### config.mk
export PLATFORM = sky130hd
export DESIGN_NAME = eeg_pea_eng_opk
export DESIGN_NICKNAME = d
export VERILOG_FILES = /design/src/rtl/eeg_pea_pkg.sv /design/src/rtl/eeg_cpm_reg_slice.sv /design/src/rtl/eeg_pea_eng_opk.sv
export SDC_FILE = /design/constraint.sdc
export NUM_CORES = 1
export LEC_CHECK = 0
export CAP_MARGIN = 10
export CORE_ASPECT_RATIO = 1.5
export CORE_UTILIZATION = 40
export CTS_CLUSTER_DIAMETER = 80
export DETAILED_ROUTE_END_ITERATION = 10
export GPL_TIMING_DRIVEN = 0
export PLACE_DENSITY = 0.71
export SETUP_SLACK_MARGIN = 0.05
export SLEW_MARGIN = 20
export SYNTH_ARGS = -nofsm -noshare
export SYNTH_HDL_FRONTEND = slang
export SYNTH_HIERARCHICAL = 1
export SYNTH_SLANG_ARGS = --single-unit
### constraint.sdc
create_clock -name clk -period 3.25 [get_ports clk]
set_clock_uncertainty 0.15 [all_clocks]
set_input_delay 0.325 -clock clk [delete_from_list [all_inputs] [get_ports clk]]
set_output_delay 0.325 -clock clk [all_outputs]
set_load 0.1 [all_outputs]
### src/rtl/eeg_pea_pkg.sv
// Shared constants and state encoding for the PE output packer.
package eeg_pea_pkg;
  localparam int OPK_DATA_OUT_DW = 8;
  localparam int OPK_ORAM_DW     = 32;
  localparam int PACK_NUM        = OPK_ORAM_DW / OPK_DATA_OUT_DW;
  localparam int LANE_AW         = $clog2(PACK_NUM);

  typedef enum logic [3:0] {
    OPK_IDLE = 4'b0001,
    OPK_FILL = 4'b0010,
    OPK_FLSH = 4'b0100,
    OPK_WAIT = 4'b1000
  } opk_state_e;
endpackage

### src/rtl/eeg_cpm_reg_slice.sv
// One-deep valid/ready register: accepts whenever empty or draining this cycle.
module eeg_cpm_reg_slice #(
  parameter int W = 8
) (
  input  logic         clk,
  input  logic         rst,
  input  logic         in_vld,
  input  logic [W-1:0] in_dat,
  output logic         in_rdy,
  output logic         out_vld,
  output logic [W-1:0] out_dat,
  input  logic         out_rdy
);

  assign in_rdy = ~out_vld | out_rdy;

  always_ff @(posedge clk or posedge rst) begin
    if (rst) begin
      out_vld <= 1'b0;
      out_dat <= '0;
    end else if (in_vld && in_rdy) begin
      out_vld <= 1'b1;
      out_dat <= in_dat;
    end else if (out_rdy) begin
      out_vld <= 1'b0;
    end
  end

endmodule

### src/rtl/eeg_pea_eng_opk.sv
// PE output packer: merges per-sample results into byte-strobed ORAM word writes,
// with optional ReLU and a DONE pulse once the layer's last word is accepted.
module eeg_pea_eng_opk
  import eeg_pea_pkg::*;
#(
  parameter int DATA_OUT_DW = OPK_DATA_OUT_DW,
  parameter int OMUX_ADD_AW = 8,
  parameter int ORAM_DW     = OPK_ORAM_DW,
  parameter int ORAM_ADD_AW = 10
) (
  input  logic                   clk,
  input  logic                   rst,
  input  logic [ORAM_ADD_AW-1:0] CFG_OPK_BASE,
  input  logic                   CFG_OPK_RELU,
  output logic                   IS_IDLE,
  input  logic                   DIN_VLD,
  input  logic                   DIN_LST,
  input  logic [OMUX_ADD_AW-1:0] DIN_ADD,
  input  logic [DATA_OUT_DW-1:0] DIN_DAT,
  output logic                   DIN_RDY,
  output logic                   ORAM_WR_VLD,
  output logic [ORAM_ADD_AW-1:0] ORAM_WR_ADD,
  output logic [ORAM_DW-1:0]     ORAM_WR_DAT,
  output logic [PACK_NUM-1:0]    ORAM_WR_STB,
  input  logic                   ORAM_WR_RDY,
  output logic                   DONE
);

  localparam int WIDX_W  = OMUX_ADD_AW - LANE_AW;
  localparam int SLICE_W = ORAM_ADD_AW + ORAM_DW + PACK_NUM;

  opk_state_e state, state_nxt;

  logic [LANE_AW-1:0]            lane;
  logic [WIDX_W-1:0]             widx;
  logic signed [DATA_OUT_DW-1:0] sample;
  logic                          same_word;
  logic                          accept;
  logic                          out_free;
  logic                          push;
  logic                          done_nxt;

  logic [ORAM_DW-1:0]  buf_dat, buf_dat_nxt;
  logic [PACK_NUM-1:0] buf_stb, buf_stb_nxt;
  logic [WIDX_W-1:0]   buf_widx, buf_widx_nxt;
  logic [SLICE_W-1:0]  push_dat;
  logic [SLICE_W-1:0]  wr_dat;

  function automatic logic signed [DATA_OUT_DW-1:0] apply_relu(
    input logic signed [DATA_OUT_DW-1:0] d,
    input logic                          en
  );
    return (en && d[DATA_OUT_DW-1]) ? '0 : d;
  endfunction

  assign lane      = DIN_ADD[LANE_AW-1:0];
  assign widx      = DIN_ADD[OMUX_ADD_AW-1:LANE_AW];
  assign sample    = apply_relu(signed'(DIN_DAT), CFG_OPK_RELU);
  assign same_word = (widx == buf_widx);
  assign accept    = DIN_VLD & DIN_RDY;
  assign IS_IDLE   = (state == OPK_IDLE);

  // State register
  always_ff @(posedge clk or posedge rst) begin
    if (rst) state <= OPK_IDLE;
    else     state <= state_nxt;
  end

  // Next-state logic
  always_comb begin
    state_nxt = state;
    unique case (state)
      OPK_IDLE: if (accept) state_nxt = DIN_LST ? OPK_FLSH : OPK_FILL;
      OPK_FILL: if (accept && DIN_LST) state_nxt = OPK_FLSH;
      OPK_FLSH: if (out_free) state_nxt = OPK_WAIT;
      OPK_WAIT: if (ORAM_WR_VLD && ORAM_WR_RDY) state_nxt = OPK_IDLE;
      default:  state_nxt = OPK_IDLE;
    endcase
  end

  // Output logic: a word change in FILL stalls only while the output register cannot take the old word
  always_comb begin
    DIN_RDY = 1'b0;
    push    = 1'b0;
    unique case (state)
      OPK_IDLE: DIN_RDY = 1'b1;
      OPK_FILL: begin
        DIN_RDY = same_word | out_free;
        push    = DIN_VLD & ~same_word & out_free;
      end
      OPK_FLSH: push = out_free;
      default:  ;
    endcase
  end

  // Pack buffer next value: a new word starts from an empty buffer so unwritten lanes stay zero
  always_comb begin
    buf_dat_nxt  = buf_dat;
    buf_stb_nxt  = buf_stb;
    buf_widx_nxt = buf_widx;
    if (state == OPK_FLSH && out_free) begin
      buf_dat_nxt  = '0;
      buf_stb_nxt  = '0;
      buf_widx_nxt = '0;
    end else if (accept) begin
      if (state == OPK_IDLE || !same_word) begin
        buf_dat_nxt  = '0;
        buf_stb_nxt  = '0;
        buf_widx_nxt = widx;
      end
      buf_dat_nxt[lane*DATA_OUT_DW +: DATA_OUT_DW] = sample;
      buf_stb_nxt[lane]                            = 1'b1;
    end
  end

  assign done_nxt = (state == OPK_WAIT) & ORAM_WR_VLD & ORAM_WR_RDY;

  always_ff @(posedge clk or posedge rst) begin
    if (rst) begin
      buf_dat  <= '0;
      buf_stb  <= '0;
      buf_widx <= '0;
      DONE     <= 1'b0;
    end else begin
      buf_dat  <= buf_dat_nxt;
      buf_stb  <= buf_stb_nxt;
      buf_widx <= buf_widx_nxt;
      DONE     <= done_nxt;
    end
  end

  // Word address wraps modulo the ORAM address space
  assign push_dat = {CFG_OPK_BASE + ORAM_ADD_AW'(buf_widx), buf_dat, buf_stb};

  eeg_cpm_reg_slice #(
    .W(SLICE_W)
  ) u_out_reg (
    .clk     (clk),
    .rst     (rst),
    .in_vld  (push),
    .in_dat  (push_dat),
    .in_rdy  (out_free),
    .out_vld (ORAM_WR_VLD),
    .out_dat (wr_dat),
    .out_rdy (ORAM_WR_RDY)
  );

  assign {ORAM_WR_ADD, ORAM_WR_DAT, ORAM_WR_STB} = wr_dat;

endmodule

* After elaboration in Yosys (flattened, before gate mapping) *
Index checks and enable logic that the tools add are counted.
W data, S select, Z words.

operators by class
  $add $sub $neg = 2
  $lt $le $gt $ge = 2
  equality and inequality tests = 9
  shift operators = 2
  mux-type cells = 27
  bitwise gates (word level) = 10
  reduce and logical (&&, ||, !) cells = 13

operators by type and width
  operator                   count
  $mux W32                   5
  $mux W4                    9
  $neg A5 Y34                1
  $shift A8 B34 Y32 const A  1
  $shiftx A8 B34 Y32         1
  $bwmux W32                 1
  $mux W6                    3
  $pmux W4 S4                1
  $add A10 B6 Y10            1
  $mux W8                    1
  $eq A6 B6 Y1               1
  $logic_and A1 B1 Y1        6
  $ne A2 B2 Y1 const B       3
  $reduce_bool A2 Y1         3
  $and A1 B1 Y1              5
  $eq A4 B1 Y1 const B       1
  $eq A4 B2 Y1 const B       1
  $eq A4 B3 Y1 const B       1
  $eq A4 B4 Y1 const B       1
  $or A4 B4 Y4               1
  $pmux W1 S2                2
  $reduce_and A4 Y1          1
  $lt A2 B3 Y1 const B       1
  $mux W1                    3
  9 further kinds            11

word-level totals
  bits in registers = 94
  input port bits = 32
  logic and storage cells = 72

* Logic depth before layout (Yosys ltp) *
  depth in word-level cells = 10
  mapped depth = 9

* Hierarchy *
Netlist, hierarchy kept.

modules (own cells, without submodules)
  module             times used  cells an instance  area an instance (sq um)
  eeg_pea_eng_opk    1           250                2658.8
  eeg_cpm_reg_slice  1           101                1924.3

* Worst setup path after synthesis *
Ideal clock, no wire load.

  path type = register to output
  start = register u_out_reg.out_vld
  end = output port DIN_RDY
  arrival time = 3347 ps
  required time = 2775 ps
  slack = -572 ps
  stages on the path, launching flop included = 4
  buffers on the path = 0
  path through = dfrtp_1 nand2b_4 o21ai_0 a21boi_0

between the ends
  longest elaborated chain between the ends = 4

ends and longest elaborated chain
  element                   RTL line                 source
  start: declaration        eeg_cpm_reg_slice.sv:10  output logic out_vld,
  start signal: assignment  eeg_cpm_reg_slice.sv:19  out_vld <= 1'b0;
  start signal: assignment  eeg_cpm_reg_slice.sv:22  out_vld <= 1'b1;
  start signal: assignment  eeg_cpm_reg_slice.sv:25  out_vld <= 1'b0;
  $not A1 Y1                eeg_cpm_reg_slice.sv:15  assign in_rdy = ~out_vld | out_rdy;
  $or A1 B1 Y1              eeg_cpm_reg_slice.sv:15
  via out_free              eeg_pea_eng_opk.sv:39    logic out_free;
  $or A1 B1 Y1              eeg_pea_eng_opk.sv:88    DIN_RDY = same_word | out_free;
  $pmux W1 S2               eeg_pea_eng_opk.sv:85    unique case (state)
  end: declaration          eeg_pea_eng_opk.sv:20    output logic DIN_RDY,

The timed path passes the listed nets, and every way through them passes these cells.

* Final worst setup path *
  start = input port DIN_ADD[7]
  end = output port DIN_RDY

between the ends
  longest elaborated chain between the ends = 3

ends and longest elaborated chain
  element             RTL line               source
  start: declaration  eeg_pea_eng_opk.sv:18  input logic [OMUX_ADD_AW-1:0] DIN_ADD,
  $eq A6 B6 Y1        eeg_pea_eng_opk.sv:59  assign same_word = (widx == buf_widx);
  $or A1 B1 Y1        eeg_pea_eng_opk.sv:88
  $pmux W1 S2         eeg_pea_eng_opk.sv:85

Every way passes these cells.

==> results.sh <==
export IMPL_status="completed"
export IMPL_die_y_um=133
export IMPL_numCtsBuffers=9
export IMPL_max_slew_margin_pct=33.3
export IMPL_start_util_pct=41.2
export IMPL_required_ns=2.77
export IMPL_worstPathArrival_ns=2.61
export IMPL_vias=3172
export IMPL_gp_congestion=0.793
export IMPL_critPathSlowestCell="clkdlybuf4s15_1"
export IMPL_hold_path_class="input pin to async pin"
export IMPL_num_rows=47
export IMPL_fmax_mhz=324
export IMPL_leakage_uw=0.00275
export IMPL_synth_area_leader_cell="dfrtp_1"
export IMPL_cp_max_fo=3
export IMPL_min_period_ns=3.08
export IMPL_cellPowerDensity_nw_per_um2=1020
export IMPL_yosys_area_share_adder_pct=3.71
export IMPL_route_antenna_remaining_nets=0
export IMPL_core_um2=11100
export IMPL_synth_top_family_by_area="multiplexers"
export IMPL_max_stage_delay_ns=0.85
export IMPL_clock_latency_ns=0.34
export IMPL_die_area_um2=11900
export IMPL_crit_type="input pin to primary output"
export IMPL_synth_enable_flop_cells=0
export IMPL_path_clk_slew_ns=0.06
export IMPL_vias_per_cell=5.31
export IMPL_synth_xor_area_share_pct=1.72
export IMPL_grt_ovfl_total=0
export IMPL_worstMarginPinSlew_ns=0.997
export IMPL_clk_path_buf_depth=2
export IMPL_cts_root_buf="clkbuf_16"
export IMPL_die_w_um=89.4
export IMPL_synth_simple_gate_area_share_pct=9.31
export IMPL_drt_iter0_drc=130
export IMPL_dp_hpwl_um=7700
export IMPL_area_delta_synth_final_pct=29.4
export IMPL_antenna_found_initial=0
export IMPL_ys_seq_area_share_pct=51.4
export IMPL_avgSynthCellArea_um2=13.1
export IMPL_syn_nets=396
export IMPL_cts_tree="built"
export IMPL_maxCapViolCount=0
export IMPL_htreeDepth=3
export IMPL_yosys_area_top_type_share_pct=50.8
export IMPL_placed_cell_area_um2=5620
export IMPL_grt_usage_pct=18.7
export IMPL_grt_pass1_vias=3331
export IMPL_synth_area_leaders="dfrtp_1 (51%), mux2_4 (13%), ha_1 (3.3%), a32o_1 (3.1%), a22o_1 (2.5%)"
export IMPL_synth_flop_cell="dfrtp_1"
export IMPL_grt_pass1_wl_um=16800
export IMPL_rsz0062_at_grt="false"
export IMPL_synth_mux_area_share_pct=14.8
export IMPL_final_setup_viol_count=0
export IMPL_final_nets=490
export IMPL_synthDistinctLibCells=55
export IMPL_num_io_pins=82
export IMPL_drtPass1Iterations=4
export IMPL_synth_most_common_cell="dfrtp_1"
export IMPL_finalInstanceArea_um2=5930
export IMPL_synth_commonest_cells="dfrtp_1 (93), mux2_4 (40), inv_1 (28), nand2_1 (22), a32o_1 (14)"
export IMPL_cts_sinks=94
export IMPL_synthArstFlopShare_pct=100
export IMPL_start_kind="input pin"
export IMPL_syn_inst=351
export IMPL_max_vdd_ir_drop_v=0.000476
export IMPL_hold_viol=0
export IMPL_worstSetupEndpointType="primary output"
export IMPL_layout_drive_gt1_share_pct=22.2
export IMPL_synth_compound_area_share_pct=14.1
export IMPL_crit_chain="clkdlybuf4s50_1 -> xnor2_1 -> nand4_1 -> nor2_1 -> o21ai_0 -> a21boi_1 -> clkdlybuf4s15_1"
export IMPL_io_buffers=81
export IMPL_ys_seq_elements=94
export IMPL_finalMaxSlewViolations=0
export IMPL_syn_area_um2=4580
export IMPL_n_antenna_cell=0
export IMPL_finalCritPeriodShare_pct=94.8
export IMPL_wl_per_cell_um=17.5
export IMPL_drc=0
export IMPL_routed_wl_um=10500
export IMPL_ys_warn_count=6
export IMPL_grt_start_max_net_pins=32
export IMPL_whs_ns=0.207
-- metrics by stage --
step           instances  total power, µW  setup slack (ns)  setup TNS (ns)  utilization [%]
2_1_floorplan        351             4250             0.162               0                -
3_3_place_gp         579             4930            -0.107          -0.107             50.2
3_5_place_dp         581             5000            -0.136          -0.136             50.6
4_1_cts              597             6090             0.153               0             53.3
5_1_grt              597             6310            0.0621               0             53.4
6_report             597             6050             0.168               0             53.4
-- final timing paths --
check | depth (start not counted) | slack [ns] | startpoint | to
setup / recovery | 7 | 0.17 | DIN_ADD[7] | DIN_RDY
hold / removal | 2 | 0.21 | rst | buf_dat[3]
setup reg to reg | 9 | 0.63 | buf_widx[0] | u_out_reg/out_dat[44]
hold reg to reg | 1 | 0.35 | buf_dat[28] | buf_dat[28]
max in group asynchronous | 3 | 2.20 | rst | u_out_reg/out_dat[34]
min in group clk | 1 | 0.35 | buf_dat[28] | buf_dat[28]
-- area by class of cell --
type	instances	area, µm²
sequential	94	2350
inverter	28	105
multi-input combinational	214	2010
clock inverter	6	68.8
clock buffer	10	239
fill	925	5180
buffer	15	123
tap	147	184
timing repair buffer	83	851
-- cell usage in the layout (no fill, tap or decap), drive strengths merged, types with 2 or more instances in the layout --
master / Yosys / routed
ha: 12 / 12
a32o: 14 / 14
nor2: 9 / 9
clkbuf: 4 / 14
nand2b: 5 / 5
a21boi: 2 / 2
clkdlybuf4s50: 0 / 80
nand2: 23 / 23
nor3b: 6 / 6
clkinv: 0 / 2
or4b: 2 / 2
o22ai: 19 / 19
o21ai: 8 / 8
nor2b: 2 / 2
dfrtp: 93 / 93
buf: 11 / 13
nand4: 3 / 3
xnor2: 9 / 9
mux2: 46 / 46
or2: 2 / 2
a211oi: 2 / 2
nand3: 6 / 6
nor3: 4 / 4
o211ai: 2 / 2
a21oi: 2 / 2
a22o: 13 / 13
o22a: 3 / 3
inv: 28 / 30
o31ai: 3 / 3
-- flip-flops by register name, indices dropped and copies added (netlist names) --
signal,count
buf_stb,4
u_out_reg/out_dat,46
u_out_reg/out_vld,1
state,4
buf_widx,6
buf_dat,32
DONE,1
-- power by group --
part | internal [µW] | switching, µW | total (µW)
combinational | 1070 | 2270 | 3330
clock | 623 | 462 | 1090
sequential | 1450 | 183 | 1630
-- critical path: cells and delay by family --
family	cells	cell delay (ns)
compound gates	2	0.33
xor+xnor	1	0.14
simple gates	2	0.44
buf+inv	2	1.37
-- routing by layer --
layer / share of wire [%] / global-route usage (%)
met2: 52 / 32.2
met5: 0 / 0
met3: 4.0 / 3.22
met4: 1.6 / 7.14
met1: 42 / 22.9
-- timing repair --
action                     CTS  global route
hold buffers                 0             0
setup buffers                0             0
gates resized for setup      1             1
setup endpoints to repair    1             1
-- kinds of logic (layout without fill, tap and decap cells) --
family          after synthesis  count (layout)
fa+ha+maj                    13              13
flops                        94              94
xor+xnor                      9               9
buf+inv                      43             142
compound gates               75              75
simple gates                 70              70
mux                          47              47
(Power assumes the default switching activity.)
